<file path="src/rtl/can_rx_pkg.sv">
// Shared constants for the CAN receive path: message width, field slices, pointer sizing.
package can_rx_pkg;
  localparam int CAN_MSG_W = 128;

  localparam int ID_HI  = 127;
  localparam int ID_LO  = 96;
  localparam int DLC_HI = 95;
  localparam int DLC_LO = 64;
  localparam int DW1_HI = 63;
  localparam int DW1_LO = 32;
  localparam int DW2_HI = 31;
  localparam int DW2_LO = 0;

  // Index bits plus one wrap bit, so full and empty stay distinguishable.
  function automatic int ptr_w(input int depth);
    return $clog2(depth) + 1;
  endfunction
endpackage

</file>
<file path="src/rtl/can_rx_fifo_mem.sv">
// Message store: one synchronous write port, one asynchronous read port.
// Write takes effect at the clock edge; the array has no reset.
module can_rx_fifo_mem #(
  parameter int DEPTH  = 16,
  parameter int ADDR_W = 4,
  parameter int WIDTH  = 128
) (
  input  logic              sys_clk,
  input  logic              wr_en,
  input  logic [ADDR_W-1:0] wr_idx,
  input  logic [WIDTH-1:0]  wr_dat,
  input  logic [ADDR_W-1:0] rd_idx,
  output logic [WIDTH-1:0]  rd_dat
);
  logic [WIDTH-1:0] mem [DEPTH];

  always_ff @(posedge sys_clk) begin
    if (wr_en) mem[wr_idx] <= wr_dat;
  end

  assign rd_dat = mem[rd_idx];
endmodule

</file>
<file path="src/rtl/can_rx_fifo.sv">
// Receive message FIFO, first-word-fall-through head on rxfifo_op (0 when empty).
// Writes into a full FIFO are dropped and flagged; reads of an empty FIFO are ignored and flagged.
module can_rx_fifo
  import can_rx_pkg::*;
#(
  parameter int DEPTH     = 16,
  parameter int ADDR_W    = 4,
  parameter int WIDTH     = CAN_MSG_W,
  parameter int AFULL_LVL = 12
) (
  input  logic              sys_clk,
  input  logic              IP2Can_reset,
  input  logic [WIDTH-1:0]  rx_msg_in,
  input  logic              rx_msg_wr,
  input  logic              rxfifo_rd,
  input  logic              rxfifo_flush,
  input  logic              ovf_clr,
  output logic [WIDTH-1:0]  rxfifo_op,
  output logic              rxfifo_empty,
  output logic              rxfifo_full,
  output logic              rxfifo_afull,
  output logic [ADDR_W:0]   rxfifo_count,
  output logic              rx_ovf,
  output logic              rx_ovf_pulse,
  output logic              rx_unf_pulse
);
  localparam int PTR_W = ptr_w(DEPTH);
  localparam logic [PTR_W-1:0] AFULL_CNT = PTR_W'(AFULL_LVL);

  logic [PTR_W-1:0]  wr_ptr, rd_ptr, occ;
  logic [ADDR_W-1:0] wr_idx, rd_idx;
  logic [WIDTH-1:0]  head_dat;
  logic              wr_acc, rd_acc, wr_drop, rd_unf;

  assign wr_idx = wr_ptr[ADDR_W-1:0];
  assign rd_idx = rd_ptr[ADDR_W-1:0];
  assign occ    = wr_ptr - rd_ptr;

  assign rxfifo_empty = (wr_ptr == rd_ptr);
  assign rxfifo_full  = (wr_idx == rd_idx) && (wr_ptr[PTR_W-1] != rd_ptr[PTR_W-1]);
  assign rxfifo_afull = (occ >= AFULL_CNT);
  assign rxfifo_count = occ;
  assign rxfifo_op    = rxfifo_empty ? '0 : head_dat;

  // A pop in the same cycle frees the slot, so a write at full still lands.
  assign rd_acc  = rxfifo_rd && !rxfifo_empty && !rxfifo_flush;
  assign wr_acc  = rx_msg_wr && (!rxfifo_full || rd_acc) && !rxfifo_flush;
  assign wr_drop = rx_msg_wr && rxfifo_full && !rxfifo_rd && !rxfifo_flush;
  assign rd_unf  = rxfifo_rd && rxfifo_empty && !rxfifo_flush;

  always_ff @(posedge sys_clk or negedge IP2Can_reset) begin
    if (!IP2Can_reset) begin
      wr_ptr <= '0;
      rd_ptr <= '0;
    end else begin
      if (wr_acc) wr_ptr <= wr_ptr + 1'b1;
      if (rxfifo_flush)  rd_ptr <= wr_ptr;
      else if (rd_acc)   rd_ptr <= rd_ptr + 1'b1;
    end
  end

  always_ff @(posedge sys_clk or negedge IP2Can_reset) begin
    if (!IP2Can_reset) begin
      rx_ovf       <= 1'b0;
      rx_ovf_pulse <= 1'b0;
      rx_unf_pulse <= 1'b0;
    end else begin
      rx_ovf_pulse <= wr_drop;
      rx_unf_pulse <= rd_unf;
      if (wr_drop)      rx_ovf <= 1'b1;
      else if (ovf_clr) rx_ovf <= 1'b0;
    end
  end

  can_rx_fifo_mem #(
    .DEPTH  (DEPTH),
    .ADDR_W (ADDR_W),
    .WIDTH  (WIDTH)
  ) u_mem (
    .sys_clk (sys_clk),
    .wr_en   (wr_acc),
    .wr_idx  (wr_idx),
    .wr_dat  (rx_msg_in),
    .rd_idx  (rd_idx),
    .rd_dat  (head_dat)
  );
endmodule

</file>
<file path="config.mk">
export PLATFORM = sky130hd
export DESIGN_NAME = can_rx_fifo
export DESIGN_NICKNAME = d
export VERILOG_FILES = /design/src/rtl/can_rx_pkg.sv /design/src/rtl/can_rx_fifo_mem.sv /design/src/rtl/can_rx_fifo.sv
export SDC_FILE = /design/constraint.sdc
export NUM_CORES = 2
export LEC_CHECK = 0
export ABC_AREA = 1
export BUFFER_PORTS_ARGS = -buffer_cell sky130_fd_sc_hd__buf_2
export CAP_MARGIN = 15
export CORE_UTILIZATION = 45
export CTS_CLUSTER_DIAMETER = 150
export DETAILED_ROUTE_END_ITERATION = 8
export PLACE_DENSITY_LB_ADDON = 0.2
export SLEW_MARGIN = 20
export SYNTH_ARGS = -nofsm -noshare
export SYNTH_HDL_FRONTEND = slang
export SYNTH_SLANG_ARGS = --single-unit
</file>
<file path="constraint.sdc">
create_clock -name sys_clk -period 9.1 [get_ports sys_clk]
set_input_delay 1.365 -clock sys_clk [delete_from_list [all_inputs] [get_ports sys_clk]]
set_output_delay 1.365 -clock sys_clk [all_outputs]
set_load 0.01 [all_outputs]
</file>
# ---- After elaboration in Yosys (flattened, before gate mapping)
# Memories as Yosys holds them, arrays and structs flattened.
# Index checks and enable logic that the tools add are counted.
dict set report totals {
  wordCells 37
  memories 1
  mem_bits_rw 2048
  ff_bits 13
}
dict set report op_classes {
  n_lt_le_gt_ge 1
  eq_ne 3
  mux 7
  reduce_logical 17
  n_addsub 3
}
# memory words width read_ports rd_clocked_by_memory_dff write_ports line_no
set memory_table {}
lappend memory_table {u_mem.mem 16 128 1 0 1 can_rx_fifo_mem.sv:15} ;# logic [WIDTH-1:0] mem [DEPTH];
# operator n
set ops {}
lappend ops {{128-bit two-way mux} 1}
lappend ops {{5-bit by 1-bit adder with 5-bit output (second input constant)} 2}
lappend ops {{1-bit logical AND} 10}
lappend ops {{5-bit two-way mux} 2}
lappend ops {{5-bit equality test} 1}
lappend ops {{5-bit by 4-bit greater-or-equal comparator with 1-bit output (second input constant)} 1}
lappend ops {{5-bit subtractor} 1}
lappend ops {{4-bit equality test} 1}
lappend ops {{1-bit logical NOT} 4}
lappend ops {{1-bit two-way mux} 4}
lappend ops {{2-bit nonzero test} 2}
lappend ops {{1-bit logical OR} 1}
lappend ops {{1-bit inequality test} 1}

# ---- Longest topological paths before layout
dict set report logic_depth {
  ltp_word 9
  depth_mapped 12
  depth_no_buf 9
}

# ---- Modules after synthesis
# A second synthesis with hierarchy kept.
dict set report hier_totals {
  cells_unflattened 8062
  area_unflattened_um2 87141.1
}
# mod instances cells_per_inst area_each_um2 seq_area_each_um2
set by_module_without_submodules {}
lappend by_module_without_submodules {can_rx_fifo_mem 1 7658 85117.9 61499.0}
lappend by_module_without_submodules {can_rx_fifo 1 404 2023.2 325.3}

# ---- Worst setup path after synthesis
# Ideal clock, no wire load.
dict set report synth_path {
  path_kind {input-to-reg}
  start {input port rxfifo_flush}
  end {memory u_mem.mem[0][0], enable pin}
  cell_stages 6
  arrival_ns 7.417
  slack_ns 1.066
  cell_sequence {clkbuf_1 > nor2_1 > nand2_1 > inv_1 > nand2_1 > nor2_1}
}
dict set report synth_between {
  elab_chain_len 7
}
# element line_no
set synth_lines {}
lappend synth_lines {{start: declaration} can_rx_fifo.sv:16} ;# input logic rxfifo_flush,
lappend synth_lines {{1-bit logical NOT *} {can_rx_fifo.sv:46, can_rx_fifo.sv:47}}
lappend synth_lines {{1-bit logical AND} can_rx_fifo.sv:46} ;# assign rd_acc = rxfifo_rd && !rxfifo_empty && !rxfifo_flush;
lappend synth_lines {{1-bit logical OR} can_rx_fifo.sv:47} ;# assign wr_acc = rx_msg_wr && (!rxfifo_full || rd_acc) && !rxfifo_flush;
lappend synth_lines {{1-bit logical AND} can_rx_fifo.sv:47}
lappend synth_lines {{1-bit logical AND *} can_rx_fifo.sv:47}
lappend synth_lines {{1-bit two-way mux *} can_rx_fifo_mem.sv:18} ;# if (wr_en) mem[wr_idx] <= wr_dat;
lappend synth_lines {{1-bit two-way mux (not written as such) *} can_rx_fifo_mem.sv:18}
lappend synth_lines {{end: declaration} can_rx_fifo_mem.sv:15}
# Every way passes the cells marked *; elsewhere a longest branch is shown, timed or not.

# ---- Final worst setup path
dict set report layout_path {
  start {register rd_ptr[1]}
  end {output port rxfifo_op[83]}
}
dict set report layout_between {
  elab_chain_len 2
  elab_cells_between_ends 3
  classes_between {1 x eq/ne; 1 x mux; 1 x memory}
}
# element line_no
set layout_lines {}
lappend layout_lines {{start: declaration} can_rx_fifo.sv:30} ;# logic [PTR_W-1:0] wr_ptr, rd_ptr, occ;
lappend layout_lines {{start signal: assignment} can_rx_fifo.sv:57} ;# if (rxfifo_flush) rd_ptr <= wr_ptr;
lappend layout_lines {{start signal: assignment} can_rx_fifo.sv:58} ;# else if (rd_acc) rd_ptr <= rd_ptr + 1'b1;
lappend layout_lines {{memory read 16 x 128 bit / 5-bit equality test (equally long branches)} n/a}
lappend layout_lines {{128-bit two-way mux *} can_rx_fifo.sv:43} ;# assign rxfifo_op = rxfifo_empty ? '0 : head_dat;
lappend layout_lines {{end: declaration} can_rx_fifo.sv:18} ;# output logic [WIDTH-1:0] rxfifo_op,
# Marked as above.

==> metrics.csv <==
stage,metric,value,unit
status,run status,completed,
route,post-route ant nets,0,
sta,Final Setup Violations,0,
cells_and_area,nets@finish,8898,
cells_and_area,fraction of layout cells with a size suffix above 1,7.19,%
route,drc violations,0,
logic_synthesis,Gate Count Post-Synth,8623,
cells_and_area,"commonest non-fill, non-tap cell in the layout",nand2_1,
clocking,Bufs on Longest Clock Path,3,
setup_path,Required @ worst endpoint,7.74,ns
logic_synthesis,post-synthesis sequential area ratio,69.8,%
logic_synthesis,Yosys reg bits,2061,
setup_path,CP startpoint kind,flip-flop,
floorplan,I/O pin count,273,
route,DR pass1 iterations,6,
logic_synthesis,synth unique cells,23,
global_route,Global Route Usage Sum,23.3,%
placed_design,placed cell area,92200,um^2
setup_path,reg2reg start,rd_ptr[1],
clocking,# hold bufs at CTS,0,
global_route,grt ovf,0,
logic_synthesis,Yosys warnings,0,
sta,Final Hold Viols,0,
floorplan,initial core utilization,45.3,%
route,metal3 WL,14.9,mm
floorplan,Horiz. Die Dim,446,um
power,Tot Pwr,29.4,mW
logic_synthesis,Mapped Area,88500,um^2
cells_and_area,Final Util,50.6,%
clocking,worst skew pair latency,0.86,ns
clocking,CTS tree,built,
cells_and_area,most frequent cells in the layout,"nand2_1, edfxtp_1, inv_1",
sta,skew final,0.0197,ns
cells_and_area,fill count,17200,
sta,setup slack after layout,2.45,ns
placed_design,Setup WS pre-CTS,3.30,ns
clocking,# clock sinks,2061,
global_route,first-pass GRT wire length,349,mm
cells_and_area,Area Growth Syn to Fin,11.5,%
route,met2 WL,110,mm
route,wl on met1,102,mm
clocking,cts repair resizes,0,
global_route,vias in the first global route,56800,
placed_design,PortBufs,272,
floorplan,row cnt,162,
sta,max-slew violations,0,
power,Max rail drop VDD,0.331,mV
power,Cell Pwr Density,298,nW/um^2
cells_and_area,fin cells,11600,
sta,RSZ-0062 raised after global routing,no,
sta,Final Critical Period,6.65,ns
route,wire per inst,20.0,um
global_route,largest net degree at the start of global routing,189,
sta,fin crit share,73.1,%
setup_path,critical path peak fanout,75,
power,sw power,11.0,mW
placed_design,GPL Wtd Cong,0.744,
sta,maximum clock rate,150,MHz
power,Internal Power,18.4,mW
floorplan,die area,198000,um^2
floorplan,die height,446,um
power,Clock power frac,28.1,%
setup_path,capturing element type of the critical path,output pin,
route,Via density,5.06,
route,top sig layer,met5,
route,vias,58600,
setup_path,Critical Path Source,rd_ptr[1],
power,sw frac,37.5,%
logic_synthesis,Synth Area per Inst,10.3,um^2
setup_path,"Arr. time, crit path",5.29,ns
placed_design,Inst Count DP,11200,
sta,worst-margin pin slew,1.23,ns
clocking,clock-pin slew on the worst setup and hold paths,0.06,ns
clocking,htree depth,4,
route,initial drt markers,5385,
power,Leakage,42.1,nW
floorplan,core footprint,195000,um^2
global_route,antenna violations before repair,36,
sta,setup_tns,0,ns
placed_design,final HPWL from detailed placement,108,mm
setup_path,Worst Setup Path Type,reg -> out,
run,Max Cap Viol,0,
clocking,postcts setup bufs,0,
logic_synthesis,Post-Syn Nets,8767,
power,Comb power frac,34.1,%
min_path,worst hold path class,in -> async,
route,final WL,232,mm
clocking,CTS root buf,clkbuf_16,
clocking,total CTS buffers,212,
sta,final hold slack,0.417,ns
sta,max_slew headroom,17.8,%
cells_and_area,Final Instance Area,98700,um^2
power,sequential share of power,37.8,%
final timing paths:
| kind | slack (ns) | to | cells past startpoint |
|---|---|---|---|
| worst max-delay path | 2.45 | rxfifo_op[83] | 10 |
| worst max register to register | 3.55 | u_mem.mem[2][71] | 10 |
| worst min-delay path | 0.42 | wr_ptr[4] | 1 |
| worst min register to register | 0.56 | rx_ovf | 2 |
| max in group asynchronous | 8.39 | rd_ptr[1] | 1 |
| min in group sys_clk | 0.56 | rx_ovf | 2 |
metal layers:
| metal | GRT usage (%) | up-vias |
|---|---|---|
| met3 | 3.69 | 353 |
| met4 | 5.84 | 20 |
| li1 | - | 27800 |
| met1 | 32.2 | 28600 |
| met2 | 38.4 | 1756 |
| met5 | 0 | - |
logic make-up after synthesis:
group	after synthesis	synth area share, %
flip-flops	2061	69.8
buffers and inverters	1854	8.35
AND/OR/NAND/NOR	4543	20.7
XOR/XNOR	10	0.0990
adder cells (fa/ha/maj)	10	0.150
AO/OA/AOI/OAI	145	0.824
Yosys cell counts:
cell	instances	area, um^2
inv_2	1	3.75
nor2_1	23	86.3
buf_6	2	22.5
nand3_1	1032	5160
fa_1	1	20.0
dfrtp_1	13	325
nand2_1	3486	13100
inv_1	1425	5350
clkbuf_1	82	308
edfxtp_1	2048	61500
a21oi_1	131	656
ha_1	9	113
buf_2	276	1380
o21ai_0	12	60.1
inv_4	1	6.26
xnor2_1	2	17.5
o22ai_1	1	6.26
nand4_1	1	6.26
nor4_1	1	6.26
xor2_1	8	70.1
buf_1	48	180
a21o_1	1	7.51
buf_4	19	143
state kept, by name, summed over array words and instances, names as in the netlist:
name,flops
u_mem.mem,2048
rx_ovf_pulse,1
rx_unf_pulse,1
rx_ovf,1
wr_ptr,5
rd_ptr,5
final cells by class:
type                       count  area [um^2]  share of cell area (%)
clock buffer                 279         5620                    5.69
timing repair buffer         344         2220                    2.25
antenna                       13         32.5                  0.0330
clock inverter               106          883                   0.895
tap                         2624         3280                    3.33
multi-input combinational   4708        19400                    19.7
sequential                  2061        61800                    62.6
inverter                    1427         5400                    5.47
critical path, stage by stage, from the launching register on:
cell and delay (ns):
dfrtp_4 0.87, buf_4 0.60, buf_4 0.79, buf_4 0.88, nand3_1 0.15, nand2_1 0.09, nand2_1 0.05, nand2_1 0.10
inv_1 0.04, a21oi_1 0.43, buf_2 0.24
power groups by stage:
stage	clock, mW	sequential, mW	combinational (mW)
after floorplan	0	11.2	6.52
after detailed placement	0	11.3	10.1
after global routing	8.77	11.1	11.1
final	8.27	11.1	10.0
after CTS	8.41	11.1	10.1
after global placement	0	11.3	10.0
(Power assumes the default switching activity.)
